==> config.mk <==
export PLATFORM = sky130hd
export DESIGN_NAME = basic_gates_flat
export DESIGN_NICKNAME = d
export VERILOG_FILES = /design/src/rtl/basic_gates_if.sv /design/src/rtl/basic_gates.sv /design/src/flat_wrapper.sv
export SDC_FILE = /design/constraint.sdc
export NUM_CORES = 1
export LEC_CHECK = 0
export CELL_PAD_IN_SITES_DETAIL_PLACEMENT = 1
export CELL_PAD_IN_SITES_GLOBAL_PLACEMENT = 2
export CORE_UTILIZATION = 23
export CTS_BUF_LIST = sky130_fd_sc_hd__clkbuf_4 sky130_fd_sc_hd__clkbuf_8 sky130_fd_sc_hd__clkbuf_16
export DETAILED_ROUTE_END_ITERATION = 6
export PLACE_DENSITY_LB_ADDON = 0.12
export SLEW_MARGIN = 0
export SYNTH_ARGS = -nofsm -noshare
export SYNTH_HDL_FRONTEND = slang
export SYNTH_SLANG_ARGS = --single-unit
==> constraint.sdc <==
create_clock -name clk -period 1 [get_ports clk]
set_input_delay 0.15 -clock clk [delete_from_list [all_inputs] [get_ports clk]]
set_output_delay 0.15 -clock clk [all_outputs]
set_load 0.03 [all_outputs]
==> src/rtl/basic_gates_if.sv <==
// basic_gates_if: operand/result bundle for basic_gates.
//   master : drives in_valid, a, b; observes the registered gate results.
//   slave  : the gate bank itself.
// Signals:
//   in_valid, a, b          operand strobe and operands
//   and/or/not/nand/nor/xor/xnor_out  registered bitwise results (WIDTH)
//   eq_out                  registered a == b flag
//   out_valid               results belong to the pair captured on the last edge
//   notb_out                ~b, present only when BASIC_GATES_NOTB_EN is defined
interface basic_gates_if #(
  parameter int WIDTH = 1
);
  logic             in_valid;
  logic [WIDTH-1:0] a;
  logic [WIDTH-1:0] b;
  logic [WIDTH-1:0] and_out;
  logic [WIDTH-1:0] or_out;
  logic [WIDTH-1:0] not_out;
  logic [WIDTH-1:0] nand_out;
  logic [WIDTH-1:0] nor_out;
  logic [WIDTH-1:0] xor_out;
  logic [WIDTH-1:0] xnor_out;
  logic             eq_out;
  logic             out_valid;
`ifdef BASIC_GATES_NOTB_EN
  logic [WIDTH-1:0] notb_out;
`endif

  modport master (
    output in_valid, a, b,
    input  and_out, or_out, not_out, nand_out, nor_out, xor_out, xnor_out,
`ifdef BASIC_GATES_NOTB_EN
    input  notb_out,
`endif
    input  eq_out, out_valid
  );

  modport slave (
    input  in_valid, a, b,
    output and_out, or_out, not_out, nand_out, nor_out, xor_out, xnor_out,
`ifdef BASIC_GATES_NOTB_EN
    output notb_out,
`endif
    output eq_out, out_valid
  );
endinterface

==> src/rtl/basic_gates.sv <==
// basic_gates: registered bank of bitwise gates (AND, OR, NOT, NAND, NOR,
// XOR, XNOR) plus an equality flag. Operands captured on in_valid appear on
// all outputs one clock later together with out_valid.
// Ports:
//   clk  rising-edge clock
//   rst  synchronous active-high reset; clears every output (including the
//        inverting gates) and wins over in_valid
//   bus  basic_gates_if.slave operand/result bundle
// Optional: define BASIC_GATES_NOTB_EN to add bus.notb_out = ~b (registered,
// reset to 0, holds like the other results).

// One bit of the gate bank. Each bit is fully independent, so the bank is an
// array of these.
module basic_gates_lane (
  input  logic clk,
  input  logic rst,
  input  logic en,
  input  logic a,
  input  logic b,
  output logic and_q,
  output logic or_q,
  output logic not_q,
  output logic nand_q,
  output logic nor_q,
  output logic xor_q,
`ifdef BASIC_GATES_NOTB_EN
  output logic notb_q,
`endif
  output logic xnor_q
);
  // Operands are only looked at under en, so X on idle operands never
  // reaches the registers.
  always_ff @(posedge clk) begin
    if (rst) begin
      and_q  <= 1'b0;
      or_q   <= 1'b0;
      not_q  <= 1'b0;
      nand_q <= 1'b0;
      nor_q  <= 1'b0;
      xor_q  <= 1'b0;
      xnor_q <= 1'b0;
`ifdef BASIC_GATES_NOTB_EN
      notb_q <= 1'b0;
`endif
    end else if (en) begin
      and_q  <= a & b;
      or_q   <= a | b;
      not_q  <= ~a;
      nand_q <= ~(a & b);
      nor_q  <= ~(a | b);
      xor_q  <= a ^ b;
      xnor_q <= ~(a ^ b);
`ifdef BASIC_GATES_NOTB_EN
      notb_q <= ~b;
`endif
    end
  end
endmodule

module basic_gates #(
  parameter int WIDTH = 1
) (
  input logic          clk,
  input logic          rst,
  basic_gates_if.slave bus
);
  localparam int STAGES = 1;

  // vld_pipe[0] is the live strobe; later taps are registered copies.
  logic [STAGES:0]  vld_pipe;
  logic [WIDTH-1:0] and_q;
  logic [WIDTH-1:0] or_q;
  logic [WIDTH-1:0] not_q;
  logic [WIDTH-1:0] nand_q;
  logic [WIDTH-1:0] nor_q;
  logic [WIDTH-1:0] xor_q;
  logic [WIDTH-1:0] xnor_q;
`ifdef BASIC_GATES_NOTB_EN
  logic [WIDTH-1:0] notb_q;
`endif
  logic             eq_q;

  assign vld_pipe[0] = bus.in_valid;

  always_ff @(posedge clk) begin
    if (rst) vld_pipe[STAGES:1] <= '0;
    else     vld_pipe[STAGES:1] <= vld_pipe[STAGES-1:0];
  end

  for (genvar i = 0; i < WIDTH; i++) begin : g_lane
    basic_gates_lane u_lane (
      .clk    (clk),
      .rst    (rst),
      .en     (vld_pipe[0]),
      .a      (bus.a[i]),
      .b      (bus.b[i]),
      .and_q  (and_q[i]),
      .or_q   (or_q[i]),
      .not_q  (not_q[i]),
      .nand_q (nand_q[i]),
      .nor_q  (nor_q[i]),
      .xor_q  (xor_q[i]),
`ifdef BASIC_GATES_NOTB_EN
      .notb_q (notb_q[i]),
`endif
      .xnor_q (xnor_q[i])
    );
  end

  // Equality spans all bits, so it lives outside the per-bit lanes. It is
  // registered alongside them so eq_out == &xnor_out whenever results are valid.
  always_ff @(posedge clk) begin
    if (rst)              eq_q <= 1'b0;
    else if (vld_pipe[0]) eq_q <= (bus.a == bus.b);
  end

  assign bus.and_out   = and_q;
  assign bus.or_out    = or_q;
  assign bus.not_out   = not_q;
  assign bus.nand_out  = nand_q;
  assign bus.nor_out   = nor_q;
  assign bus.xor_out   = xor_q;
  assign bus.xnor_out  = xnor_q;
`ifdef BASIC_GATES_NOTB_EN
  assign bus.notb_out  = notb_q;
`endif
  assign bus.eq_out    = eq_q;
  assign bus.out_valid = vld_pipe[STAGES];
endmodule

==> src/flat_wrapper.sv <==
// flat-port wrapper written by rule: the top's interface ports become plain ports
module basic_gates_flat 
#(
  parameter int WIDTH = 1
)
  (clk, rst, bus_in_valid, bus_a, bus_b, bus_and_out, bus_or_out, bus_not_out, bus_nand_out, bus_nor_out, bus_xor_out, bus_xnor_out, bus_eq_out, bus_out_valid);
  basic_gates_if #(.WIDTH(WIDTH)) bus_i ();
  input logic clk;
  input logic rst;
  input wire logic [$bits(bus_i.in_valid)-1:0] bus_in_valid;
  input wire logic [$bits(bus_i.a)-1:0] bus_a;
  input wire logic [$bits(bus_i.b)-1:0] bus_b;
  output wire logic [$bits(bus_i.and_out)-1:0] bus_and_out;
  output wire logic [$bits(bus_i.or_out)-1:0] bus_or_out;
  output wire logic [$bits(bus_i.not_out)-1:0] bus_not_out;
  output wire logic [$bits(bus_i.nand_out)-1:0] bus_nand_out;
  output wire logic [$bits(bus_i.nor_out)-1:0] bus_nor_out;
  output wire logic [$bits(bus_i.xor_out)-1:0] bus_xor_out;
  output wire logic [$bits(bus_i.xnor_out)-1:0] bus_xnor_out;
  output wire logic [$bits(bus_i.eq_out)-1:0] bus_eq_out;
  output wire logic [$bits(bus_i.out_valid)-1:0] bus_out_valid;
  assign bus_i.in_valid = bus_in_valid;
  assign bus_i.a = bus_a;
  assign bus_i.b = bus_b;
  assign bus_and_out = bus_i.and_out;
  assign bus_or_out = bus_i.or_out;
  assign bus_not_out = bus_i.not_out;
  assign bus_nand_out = bus_i.nand_out;
  assign bus_nor_out = bus_i.nor_out;
  assign bus_xor_out = bus_i.xor_out;
  assign bus_xnor_out = bus_i.xnor_out;
  assign bus_eq_out = bus_i.eq_out;
  assign bus_out_valid = bus_i.out_valid;
  basic_gates #(.WIDTH(WIDTH)) u_core (.clk(clk), .rst(rst), .bus(bus_i));
endmodule
==> impl_metrics.tcl, run 1 <==
set metrics [dict create \
    final_common_cell "buf_4" \
    fin_skew_ns 0 \
    required_ns 0.85 \
    syn_to_final_growth_pct 52.5 \
    clkPwrFrac_pct 31.4 \
    cpPeakStageDelay_ns 0.34 \
    grt_overflow 0 \
    setup_viol_count_final 0 \
    endpoint_kind "output pin" \
    antenna_found_initial 0 \
    clockBufferDepth 2 \
    nNetsFinal 60 \
    die_w_um 40.9 \
    hold_viol_final 0 \
    p_sw_mw 0.218 \
    root_buffer "clkbuf_4" \
    fillerInstances 157 \
    p_per_area_nw_per_um2 1470 \
    tightest_slew_ns 0.183 \
    multiInputGateArea_sq_um 170 \
    synth_fp_nets 41 \
    ys_types 11 \
    p_int_mw 0.559 \
    h-tree-depth 1 \
    worstPathArrival_ns 0.76 \
    rsz0062_at_grt "false" \
    dp.final_hpwl_um 593 \
    synth_area_sq_um 348 \
    fp.dieArea_sq_um 1670 \
    power_leakage_nw 0.257 \
    cp_num_buf_inv 1 \
    cp_top_family "flip-flops" \
    drv_cap 0 \
    detailed_place.area_sq_um 494 \
    grt_max_degree 13 \
    gp_congestion 0.584 \
    worst_path_max_delay_cell "dfxtp_1" \
    cts_tree "built" \
    ir_drop_mv 0.768 \
    crit_fanout 3 \
    worstPathCellList "buf_4" \
    fin_crit_ns 0.907 \
    drt_iter0_markers 3 \
    drt-pass1-iter-count 2 \
    p_seq_share_pct 45.0 \
    synth_warnings 0 \
    vias 278 \
    fin_crit_sh_pct 90.7 \
    numCtsBuffers 3 \
    worstSetupStartpointType "register" \
    cts.sinks 8 \
    final.setup.tns_ns 0 \
    row_count 13 \
    max-slew-margin-rel_pct 87.8 \
    drt-total-wl_um 784 \
    postCtsHoldBufs 0 \
    ant_nets 0 \
    wire_per_inst_um 12.3 \
    globalRouteTotalUtil_pct 13.0 \
    grt_pass1_wl_um 1280 \
    switching_share_pct 28.0 \
    seq_area_frac_synth_pct 46.0 \
    mostFrequentLayoutCells "12 x buf_4, 8 x dfxtp_1, 7 x nor2_1" \
    worstSetupPathType "reg -> out" \
    clkLatencyLatePin_ns 0.25 \
    io_pins 14 \
    core_area_sq_um 1350 \
    slew_violations 0 \
    combPwrFrac_pct 23.6 \
    clk_pin_slew_ns 0.05 \
    final-seq-area_sq_um 160 \
    drive_gt1_share_pct 42.9 \
    synthCells 32 \
    grt_pass1_vias 272 \
    hp-class "in -> reg" \
    drc_errors 0 \
    status "complete, no violations" \
    final_area_sq_um 531 \
    portBuffers 13 \
    die_y_um 40.9 \
    initial_core_util_pct 25.8 \
    synth-seq-cells 8 \
    fmax_mhz 1100 \
    diodes 0 \
    syn_avg_cell_area_sq_um 10.9 \
    viasPerCell 4.34 \
]
through the flow:
step	cells	total power [mW]	hold WS, ns	worst slack, ns	utilization (%)
after floorplan	32	0.460	0.250	0.131	-
after global placement	61	0.532	0.475	-0.311	36.6
after global routing	64	0.830	0.384	0.0339	39.3
final	64	0.777	0.356	0.0934	39.3
after CTS	64	0.801	0.363	0.0278	39.1
after detailed placement	61	0.539	0.506	-0.322	36.6
kinds of logic (layout without fill, tap and decap cells):
group                    after synthesis  after routing  synth area share (%)
AO/OA/AOI/OAI                          4              4                  13.0
multiplexers                           3              3                  8.63
AND/OR/NAND/NOR                        8              8                  9.36
buffers and inverters                  5             22                  8.63
adder cells (fa/ha/maj)                4              4                  14.4
flip-flops                             8              8                  46.0
timing repair:
action / in CTS / in global routing
gates resized for setup: 2 / 2
buffers inserted: 0 / 0
setup endpoints to repair: 2 / 6
pin swaps: 1 / 0
flip-flops by register name (all words and copies together), names as in the netlist:
signal,flops
u_core.g_lane.u_lane.not_q,1
u_core.g_lane.u_lane.xnor_q,1
u_core.bus.out_valid,1
u_core.g_lane.u_lane.nor_q,1
u_core.g_lane.u_lane.or_q,1
u_core.g_lane.u_lane.nand_q,1
u_core.g_lane.u_lane.and_q,1
u_core.g_lane.u_lane.xor_q,1
cell usage after synthesis:
| cell type | count | area share, % |
|---|---|---|
| buf_6 | 1 | 3.2 |
| clkbuf_1 | 1 | 1.1 |
| inv_1 | 2 | 2.2 |
| buf_4 | 1 | 2.2 |
| ha_1 | 4 | 14 |
| nor2_1 | 7 | 7.6 |
| a211oi_1 | 1 | 2.2 |
| mux2i_1 | 3 | 8.6 |
| dfxtp_1 | 8 | 46 |
| a211oi_2 | 3 | 11 |
| nor2b_1 | 1 | 1.8 |
worst paths after layout:
kind	slack, ns	cells after the start	startpoint	end
worst min-delay path	0.36	3	bus_a	u_core.g_lane[0].u_lane.not_q
worst max-delay path	0.09	1	u_core.g_lane[0].u_lane.xnor_q	bus_xnor_out
worst max register to register	0.34	2	u_core.g_lane[0].u_lane.not_q	u_core.g_lane[0].u_lane.not_q
worst min register to register	0.50	2	u_core.g_lane[0].u_lane.and_q	u_core.g_lane[0].u_lane.and_q
power groups by stage:
| stage | Sequential (mW) | Combinational (mW) | Clock [mW] |
|---|---|---|---|
| 6_report | 0.350 | 0.183 | 0.244 |
| 5_1_grt | 0.353 | 0.199 | 0.278 |
| 4_1_cts | 0.350 | 0.187 | 0.264 |
| 3_5_place_dp | 0.357 | 0.182 | 0 |
| 3_3_place_gp | 0.356 | 0.176 | 0 |
| 2_1_floorplan | 0.397 | 0.0631 | 0 |
per-layer routing:
layer  share of wire [%]  vias to the layer above  GRT usage [%]
met3                 8.9                        2           8.15
met4                 1.3                        0           5.00
met2                  51                       12           22.3
li1                    -                      140              -
met1                  39                      124           12.3
met5                   0                        -              0
area by class of cell:
type,instances,area share (%)
multi-input cells,19,32.1
inverters,2,1.42
well taps,15,3.54
flip-flops and latches,8,30.2
clock buffers,3,4.25
repair buffers,17,28.5
Note: power is estimated with default switching activity, not from simulation.
==> run 2: changes to the inputs <==
Settings changed: CTS_CLUSTER_DIAMETER from default to 30, GPL_TIMING_DRIVEN from default to 0.
==> impl_metrics.tcl, run 2 (synthesis results as in run 1) <==
set metrics [dict create \
    status "complete, no violations" \
    vias 266 \
    tightest_slew_ns 0.439 \
    antenna_found_initial 0 \
    numCtsBuffers 3 \
    clockBufferDepth 2 \
    wire_per_inst_um 11.9 \
    place_ws_ns -0.410 \
    worst_path_max_delay_cell "dfxtp_2" \
    hold_viol_final 0 \
    diodes 0 \
    setup_viol_count_final 0 \
    p_per_area_nw_per_um2 1540 \
    cp_top_family "flip-flops" \
    drive_gt1_share_pct 39.6 \
    viasPerCell 4.22 \
    postCtsHoldBufs 0 \
    nNetsFinal 59 \
    root_buffer "clkbuf_4" \
    drt-pass1-iter-count 1 \
    cts.sinks 8 \
    worstPathCellList "buf_4, buf_6" \
    power_mw 0.760 \
    clk_pin_slew_ns 0.06 \
    required_ns 0.85 \
    hp-class "in -> reg" \
    ant_nets 0 \
    worstSetupPathType "reg -> out" \
    fin_skew_ns 0 \
    worstSetupStartpointType "register" \
    drt-total-wl_um 752 \
    worstPathArrival_ns 0.82 \
    detailed_place.area_sq_um 487 \
    holdWs_ns 0.286 \
    final_area_sq_um 492 \
    crit_fanout 3 \
    max-slew-margin-rel_pct 70.7 \
    rsz0062_at_grt "false" \
    endpoint_kind "output pin" \
    gp_congestion 0.618 \
    slew_violations 0 \
    syn_to_final_growth_pct 41.4 \
    die_y_um 40.9 \
    grt_overflow 0 \
    fp.dieArea_sq_um 1670 \
    cts_tree "built" \
    fin_crit_ns 0.973 \
    fin_crit_sh_pct 97.3 \
    h-tree-depth 1 \
    final_common_cell "buf_2" \
    globalRouteTotalUtil_pct 10.8 \
    cp_num_buf_inv 2 \
    portBuffers 12 \
    drt_iter0_markers 0 \
    grt_pass1_wl_um 1080 \
    cpPeakStageDelay_ns 0.32 \
    grt_max_degree 11 \
    io_pins 14 \
    grt_pass1_vias 253 \
    mostFrequentLayoutCells "8 x buf_2, 7 x nor2_1, 7 x dfxtp_1" \
    dp.final_hpwl_um 557 \
    timing.final.ws_setup_ns 0.0270 \
    drc_errors 0 \
    initial_core_util_pct 25.8 \
    core_area_sq_um 1350 \
    drv_cap 0 \
    die_w_um 40.9 \
    power_leakage_nw 0.252 \
    ir_drop_mv 0.665 \
    fmax_mhz 1030 \
    row_count 13 \
    clkLatencyLatePin_ns 0.24 \
]
==> run 2: routing by layer <==
metal  wire [um]  part of all wire, %  vias up  track usage (%)
li1            -                    -      138                -
met1         334                   44      117             11.1
met2         344                   46        9             17.2
met3          63                  8.4        2             4.89
met4          10                  1.3        0             7.50
met5           0                    0        -                0
==> run 2: report_power, final <==
group	internal (mW)	switching, mW
sequential	0.340	0.00961
combinational	0.0653	0.0983
clock	0.137	0.109
==> run 2: worst paths after layout <==
path                                   from                       endpoint  slack (ns)  cells past startpoint
max          u_core.g_lane[0].u_lane.xnor_q                   bus_xnor_out        0.03                      2
min                            bus_in_valid  u_core.g_lane[0].u_lane.and_q        0.29                      3
max reg2reg   u_core.g_lane[0].u_lane.not_q  u_core.g_lane[0].u_lane.not_q        0.32                      2
min reg2reg   u_core.g_lane[0].u_lane.not_q  u_core.g_lane[0].u_lane.not_q        0.50                      2
==> run 2: metrics by stage <==
stage                     cells  TNS, ns  util, %
after floorplan              32        0        -
after global placement       59    -2.75     36.1
after detailed placement     59    -3.16     36.1
after CTS                    62        0     34.8
after global routing         63        0     36.4
final                        63        0     36.4
==> run 2: final cells by class <==
cell class              instances  area, sq um
inverters                       2         7.51
fillers                       172          858
clock buffers                   3         22.5
multi-input cells              19          158
flip-flops and latches          8          161
well taps                      15         18.8
repair buffers                 13          101
plain buffers                   3         22.5
==> run 2: worst min-delay path: stages <==
cell            delay, ns
dlymetal6s2s_1       0.16
mux2i_1              0.10
nor2_1               0.08
==> run 2: what timing repair did <==
item                                    CTS  global route
endpoints found under the hold margin     0             0
buffers inserted                          0             1
endpoints found under the setup margin   11             2
resized for setup                        50             1
==> run 3: changes to the inputs <==
Settings changed: SLEW_MARGIN 0 to 15.
==> results of run 3 <==
The final DEF is identical to that of run 2; final timing and power are the same.
